==> src/rtl/multi_pad_controller.sv <==
// multi_pad_controller: polls NUM_PADS NES/SNES shift-register pads over one shared latch/pulse pair.
// Optional feature macro PAD_DEBOUNCE_EN: a pad field only updates when two consecutive raw frames agree.
module multi_pad_controller #(
  parameter int NUM_PADS    = 2,
  parameter int NUM_BUTTONS = 8,
  parameter int CLK_DIV     = 300,
  parameter int POLL_PERIOD = 833333
) (
  input  logic                            clk,
  input  logic                            rst,
  input  logic                            start,
  input  logic [NUM_PADS-1:0]             data,
  output logic                            latch,
  output logic                            pulse,
  output logic [NUM_PADS*NUM_BUTTONS-1:0] buttons,
  output logic                            valid,
  output logic                            busy,
  output logic [2:0]                      state_dbg
);

  // Handshake: start is a request level, looked at only in IDLE (ignored while busy=1);
  // valid is a one-cycle strobe with no backpressure, and buttons is stable between strobes.

  localparam int CNT_W = $clog2(2 * CLK_DIV);
  localparam int BIT_W = $clog2(NUM_BUTTONS + 1);
  localparam int TMR_W = (POLL_PERIOD > 1) ? $clog2(POLL_PERIOD) : 1;

  typedef enum logic [2:0] {
    S_IDLE  = 3'd0,
    S_LATCH = 3'd1,
    S_LOW   = 3'd2,
    S_HIGH  = 3'd3,
    S_DONE  = 3'd4
  } state_t;

  state_t                   state, state_nxt;
  logic [CNT_W-1:0]         cnt;
  logic [BIT_W-1:0]         bit_idx;
  logic [TMR_W-1:0]         timer;
  logic                     pending;
  logic [NUM_BUTTONS-1:0]   shadow       [NUM_PADS];
  logic [NUM_BUTTONS-1:0]   shadow_shift [NUM_PADS];
`ifdef PAD_DEBOUNCE_EN
  logic [NUM_BUTTONS-1:0]   prev_raw     [NUM_PADS];
`endif

  logic wrap, latch_end, half_end, last_bit, go;

  assign wrap      = (timer == TMR_W'(POLL_PERIOD - 1));
  assign latch_end = (cnt == CNT_W'(2 * CLK_DIV - 1));
  assign half_end  = (cnt == CNT_W'(CLK_DIV - 1));
  assign last_bit  = (bit_idx == BIT_W'(NUM_BUTTONS - 1));
  // A wrap is honoured on the same IDLE cycle so start+wrap yields a single frame.
  assign go        = start | pending | wrap;
  assign state_dbg = state;

  always_ff @(posedge clk or posedge rst) begin
    if (rst) state <= S_IDLE;
    else     state <= state_nxt;
  end

  always_comb begin
    state_nxt = state;
    case (state)
      S_IDLE:  if (go)        state_nxt = S_LATCH;
      S_LATCH: if (latch_end) state_nxt = S_LOW;
      S_LOW:   if (half_end)  state_nxt = S_HIGH;
      S_HIGH:  if (half_end)  state_nxt = last_bit ? S_DONE : S_LOW;
      S_DONE:                 state_nxt = S_IDLE;
      default:                state_nxt = S_IDLE;
    endcase
  end

  // Bits arrive LSB first; shifting right places the first bit at index 0 after NUM_BUTTONS shifts.
  always_comb begin
    for (int p = 0; p < NUM_PADS; p++)
      shadow_shift[p] = NUM_BUTTONS'({~data[p], shadow[p]} >> 1);
  end

  always_ff @(posedge clk or posedge rst) begin
    if (rst) begin
      cnt     <= '0;
      bit_idx <= '0;
      timer   <= '0;
      pending <= 1'b0;
      for (int p = 0; p < NUM_PADS; p++) shadow[p] <= '0;
    end else begin
      cnt   <= (state_nxt != state) ? '0 : cnt + 1'b1;
      timer <= wrap ? '0 : timer + 1'b1;
      if (state == S_IDLE && state_nxt == S_LATCH) pending <= 1'b0;
      else if (wrap)                               pending <= 1'b1;
      if (state == S_LATCH)
        bit_idx <= '0;
      else if (state == S_HIGH && half_end)
        bit_idx <= bit_idx + 1'b1;
      if (state == S_LOW && half_end)
        for (int p = 0; p < NUM_PADS; p++) shadow[p] <= shadow_shift[p];
    end
  end

  // Outputs are registered from the next state so they line up with the state they describe.
  always_ff @(posedge clk or posedge rst) begin
    if (rst) begin
      latch   <= 1'b0;
      pulse   <= 1'b0;
      valid   <= 1'b0;
      busy    <= 1'b0;
      buttons <= '0;
`ifdef PAD_DEBOUNCE_EN
      for (int p = 0; p < NUM_PADS; p++) prev_raw[p] <= '0;
`endif
    end else begin
      latch <= (state_nxt == S_LATCH);
      pulse <= (state_nxt == S_HIGH);
      valid <= (state_nxt == S_DONE);
      busy  <= (state_nxt != S_IDLE);
      if (state_nxt == S_DONE) begin
        for (int p = 0; p < NUM_PADS; p++) begin
`ifdef PAD_DEBOUNCE_EN
          if (shadow[p] == prev_raw[p])
            buttons[p*NUM_BUTTONS +: NUM_BUTTONS] <= shadow[p];
          prev_raw[p] <= shadow[p];
`else
          buttons[p*NUM_BUTTONS +: NUM_BUTTONS] <= shadow[p];
`endif
        end
      end
    end
  end

endmodule

==> config.mk <==
export PLATFORM = sky130hd
export DESIGN_NAME = multi_pad_controller
export DESIGN_NICKNAME = d
export VERILOG_FILES = /design/src/rtl/multi_pad_controller.sv
export SDC_FILE = /design/constraint.sdc
export NUM_CORES = 1
export LEC_CHECK = 0
export CAP_MARGIN = 25
export CORE_UTILIZATION = 40
export CTS_CLUSTER_DIAMETER = 30
export DETAILED_ROUTE_END_ITERATION = 10
export GPL_ROUTABILITY_DRIVEN = 0
export PLACE_DENSITY = 0.61
export SYNTH_ARGS = -nofsm -noshare
export SYNTH_HDL_FRONTEND = slang
export SYNTH_SLANG_ARGS = --single-unit
==> constraint.sdc <==
create_clock -name clk -period 3.07 [get_ports clk]
set_input_delay 0.4605 -clock clk [delete_from_list [all_inputs] [get_ports clk]]
set_output_delay 0.4605 -clock clk [all_outputs]
set_load 0.03 [all_outputs]
==> tab_implementation.tex <==
\begin{tabular}{lr}
\hline
Metric & Value \\
\hline
\multicolumn{2}{l}{\textbf{Worst hold path}} \\
Hold depth & 1 \\
Hold/Removal Path Class & register to register \\
Source of the worst hold timing path & timer[0] \\
Worst Hold Path EP & timer[0] \\
\multicolumn{2}{l}{\textbf{Detailed routing}} \\
Ratio of routed vias to standard cells & just over 5 \\
Number of remaining DRC errors & 0 \\
WL met1 & 2.98 mm \\
Total number of vias & 2252 \\
Detailed-route wire length & 6.21 mm \\
Highest routed layer & met4 \\
Routed wirelength normalized by instance count & 14.3 µm \\
Drt first-iter violations & 96 \\
ANT nets after route & 0 \\
First-pass detailed-route iteration total & 4 \\
Met3 routed wirelength & between 200 and 250 µm \\
Routed wl met2 & around 2.9 mm \\
\multicolumn{2}{l}{\textbf{Global route}} \\
Pin count of the biggest net entering global routing & 31 \\
Vias in the first global route & 2263 \\
Wire length of the first global-routing pass & 10.8 mm \\
GRT Util Overall & between 15 and 20\% \\
Global-route congestion overflow total & 0 \\
Antenna violations before repair & 0 \\
\multicolumn{2}{l}{\textbf{Synth}} \\
FF+latch count, synth & between 70 and 80 \\
Yosys Warn Count & 0 \\
Post-Syn Area & 3390 µm² \\
Net count after synthesis & 298 \\
Sequential element share of the synthesized area & 54.6\% \\
Synthesized instance count & 289 \\
Leading register cell type out of synthesis & dfrtp\_1 \\
Cell taking the most area after synthesis & dfrtp\_1 \\
Number of enable flip-flop cells after synthesis & 0 \\
Fraction of post-synthesis cell area in the top cell type by area & 54.6\% \\
Post-synth top cells & dfrtp\_1 (74), mux2\_2 (29), nor2\_1 (29) \\
Synthesized area per cell & 11.7 µm² \\
Synth unique cells & between 40 and 50 \\
Synth area leaders & dfrtp\_1 (55\%), mux2\_2 (9.6\%), xnor2\_1 (4.1\%) \\
Most common cell in the netlist & dfrtp\_1 \\
Async S/R FF share, synth & between 90\% and 100\% \\
\multicolumn{2}{l}{\textbf{Floorplan}} \\
DIE WIDTH & 94.1 µm \\
Cell row count & 33 \\
Total I/O pin count & 28 \\
Die ar. & 8850 µm² \\
Area of the core region & about 8000 µm² \\
Die Y-Extent & 94.1 µm \\
Effective utilization at floorplan & a little over 40\% \\
\multicolumn{2}{l}{\textbf{Critical path}} \\
Slack of the worst reg-to-reg path & a little over 0.6 ns \\
Data arrival at the endpoint of the critical path & roughly 2.7 ns \\
Class of the most critical setup path & register to register \\
Critical Path Sink Type & register \\
CP required & 3.34 ns \\
Maximum fanout encountered on the critical timing path & 9 \\
Depth of the worst register-to-register path & 5 \\
Endpoint of the most critical register-to-register path & cnt[9] \\
RR Startpoint & cnt[2] \\
Critical path launch point type & register \\
\multicolumn{2}{l}{\textbf{Clock tree}} \\
Clock Latency Late Sink & 0.35 ns \\
Clk slew on worst S/H paths & approximately 0.07 ns \\
Clk Tree Root Cell & clkbuf\_8 \\
H-tree levels & 3 \\
Buffers inserted by post-CTS timing repair & 0 \\
Cts-stage hold buffer count & 0 \\
Gates resized, CTS repair & 0 \\
Total number of clock tree sinks & 74 \\
Buffer depth of the longest clock path & 2 \\
CTS tree & yes \\
Clock buffer count from CTS & 9 \\
\multicolumn{2}{l}{\textbf{STA}} \\
Maximum clock rate & 406 MHz \\
Slew @ Worst Pin & 0.636 ns \\
Setup slack after layout & between 0.6 and 0.7 ns \\
Sum of negative setup slack & 0 ns \\
Clock Skew & between 0.01 and 0.015 ns \\
Final worst path period share & 80.2\% \\
Worst max-slew margin expressed relative to the limit & 57.2\% \\
Setup repair after global routing missed its margin & no \\
Worst hold slack after final layout & 0.482 ns \\
Final worst path period need & 2.46 ns \\
Number of setup violations in the final report & 0 \\
Hold Violations, Final & 0 \\
Slew Limit Fails & 0 \\
\multicolumn{2}{l}{\textbf{Pwr}} \\
Pwr per Cell Area & 496 nW/µm² \\
Tot Pwr & 2.01 mW \\
Leakage Power & $\sim$1.8 nW \\
Largest vdd supply drop & $\sim$0.30 mV \\
\multicolumn{2}{l}{\textbf{Cells and area}} \\
Post-route design area & 4060 µm² \\
Number of standard cells in the final layout excluding fillers & about 430 \\
Number of antenna repair diodes & 0 \\
Storage element area & 1850 µm² \\
Fill cell count & 732 \\
Area of combinational cells with multiple inputs & $\sim$1400 µm² \\
Ratio of cells with drive above 1 in the final layout & between 20\% and 30\% \\
Post-layout utilization of the core & 49.4\% \\
Area added between synthesis and finish & 19.7\% \\
Count of nets after finishing & approximately 330 \\
\multicolumn{2}{l}{\textbf{Placement}} \\
Total of buffers placed on input and output ports & 27 \\
Post-DP HPWL & 4.30 mm \\
Area of placed instances & 3780 µm² \\
DP Cell Count & 418 \\
Worst setup slack after placement & just under 0.6 ns \\
\multicolumn{2}{l}{\textbf{Job}} \\
Max-capacitance violation count & 0 \\
\multicolumn{2}{l}{\textbf{Status}} \\
Result of the run & completed \\
\hline
\end{tabular}
==> worst max path at each step <==
stage,slack (ns),from,endpoint,cells after the start
2_1_floorplan,0.73,rst,bit_idx[0],1
3_3_place_gp,0.69,cnt[2],cnt[2],6
3_5_place_dp,0.59,cnt[2],cnt[4],6
4_1_cts,0.60,cnt[2],cnt[9],6
5_1_grt,0.44,cnt[2],shadow[1],4
6_report,0.61,cnt[2],cnt[9],5
==> cells in the final DEF (no fill, tap or decap), types with 3 or more instances in the layout <==
cell type         n
xnor2_1          16
a21oi_1           7
or3_1             4
nand4b_1          4
mux2_2           29
nor3_1            7
nor4_1            4
and3_1            3
nor2_1           29
buf_4             6
nand3_1          14
clkbuf_8         10
o21ai_0           7
inv_1            10
bufinv_16         4
nand4_1           6
nand2_1          13
clkdlybuf4s50_1  27
ha_1              4
a21oi_2          10
xor2_1            7
dfrtp_1          74
==> worst max-delay path: stages (launching register included) <==
cell     delay, ns
dfrtp_1       0.44
or4b_1        0.72
or4_4         0.59
a21oi_2       0.23
o21ai_2       0.22
a21oi_2       0.20
==> per-layer routing <==
metal  vias up  track usage, %
met1      1111            21.3
met2        42            24.0
li1       1092               -
met4         0            7.05
met3         7            4.94
met5         -               0
==> where the power goes <==
part           leakage (nW)  switching (mW)  internal (mW)
sequential            0.974               0          0.974
combinational         0.665          0.0201        0.00619
clock                 0.137           0.366          0.647
total                  1.78           0.386           1.63
==> registers in the layout, indices dropped and copies added, names as in the netlist <==
signal and cells:
pulse 1, cnt 10, shadow 16, timer 20
valid 1, buttons 16, pending 1, state_dbg 3
latch 1, bit_idx 4, busy 1
==> area by class of cell <==
cell class | instances | share of cell area, %
clock inverters | 6 | 3.39
clock buffers | 10 | 3.39
well taps | 105 | 3.24
flip-flops and latches | 74 | 45.7
repair buffers | 33 | 7.77
inverters | 11 | 1.02
multi-input cells | 195 | 35.5
==> logic make-up (layout without fill, tap and decap cells) <==
family / Yosys count / after routing / share of synthesized area [%]
compound gates: 32 / 32 / 6.87
xor+xnor: 23 / 23 / 5.94
fa+ha+maj: 4 / 4 / 1.48
buf+inv: 20 / 60 / 2.84
flops: 74 / 74 / 54.6
mux: 32 / 32 / 10.6
simple gates: 104 / 104 / 17.6
(Power assumes the default switching activity.)
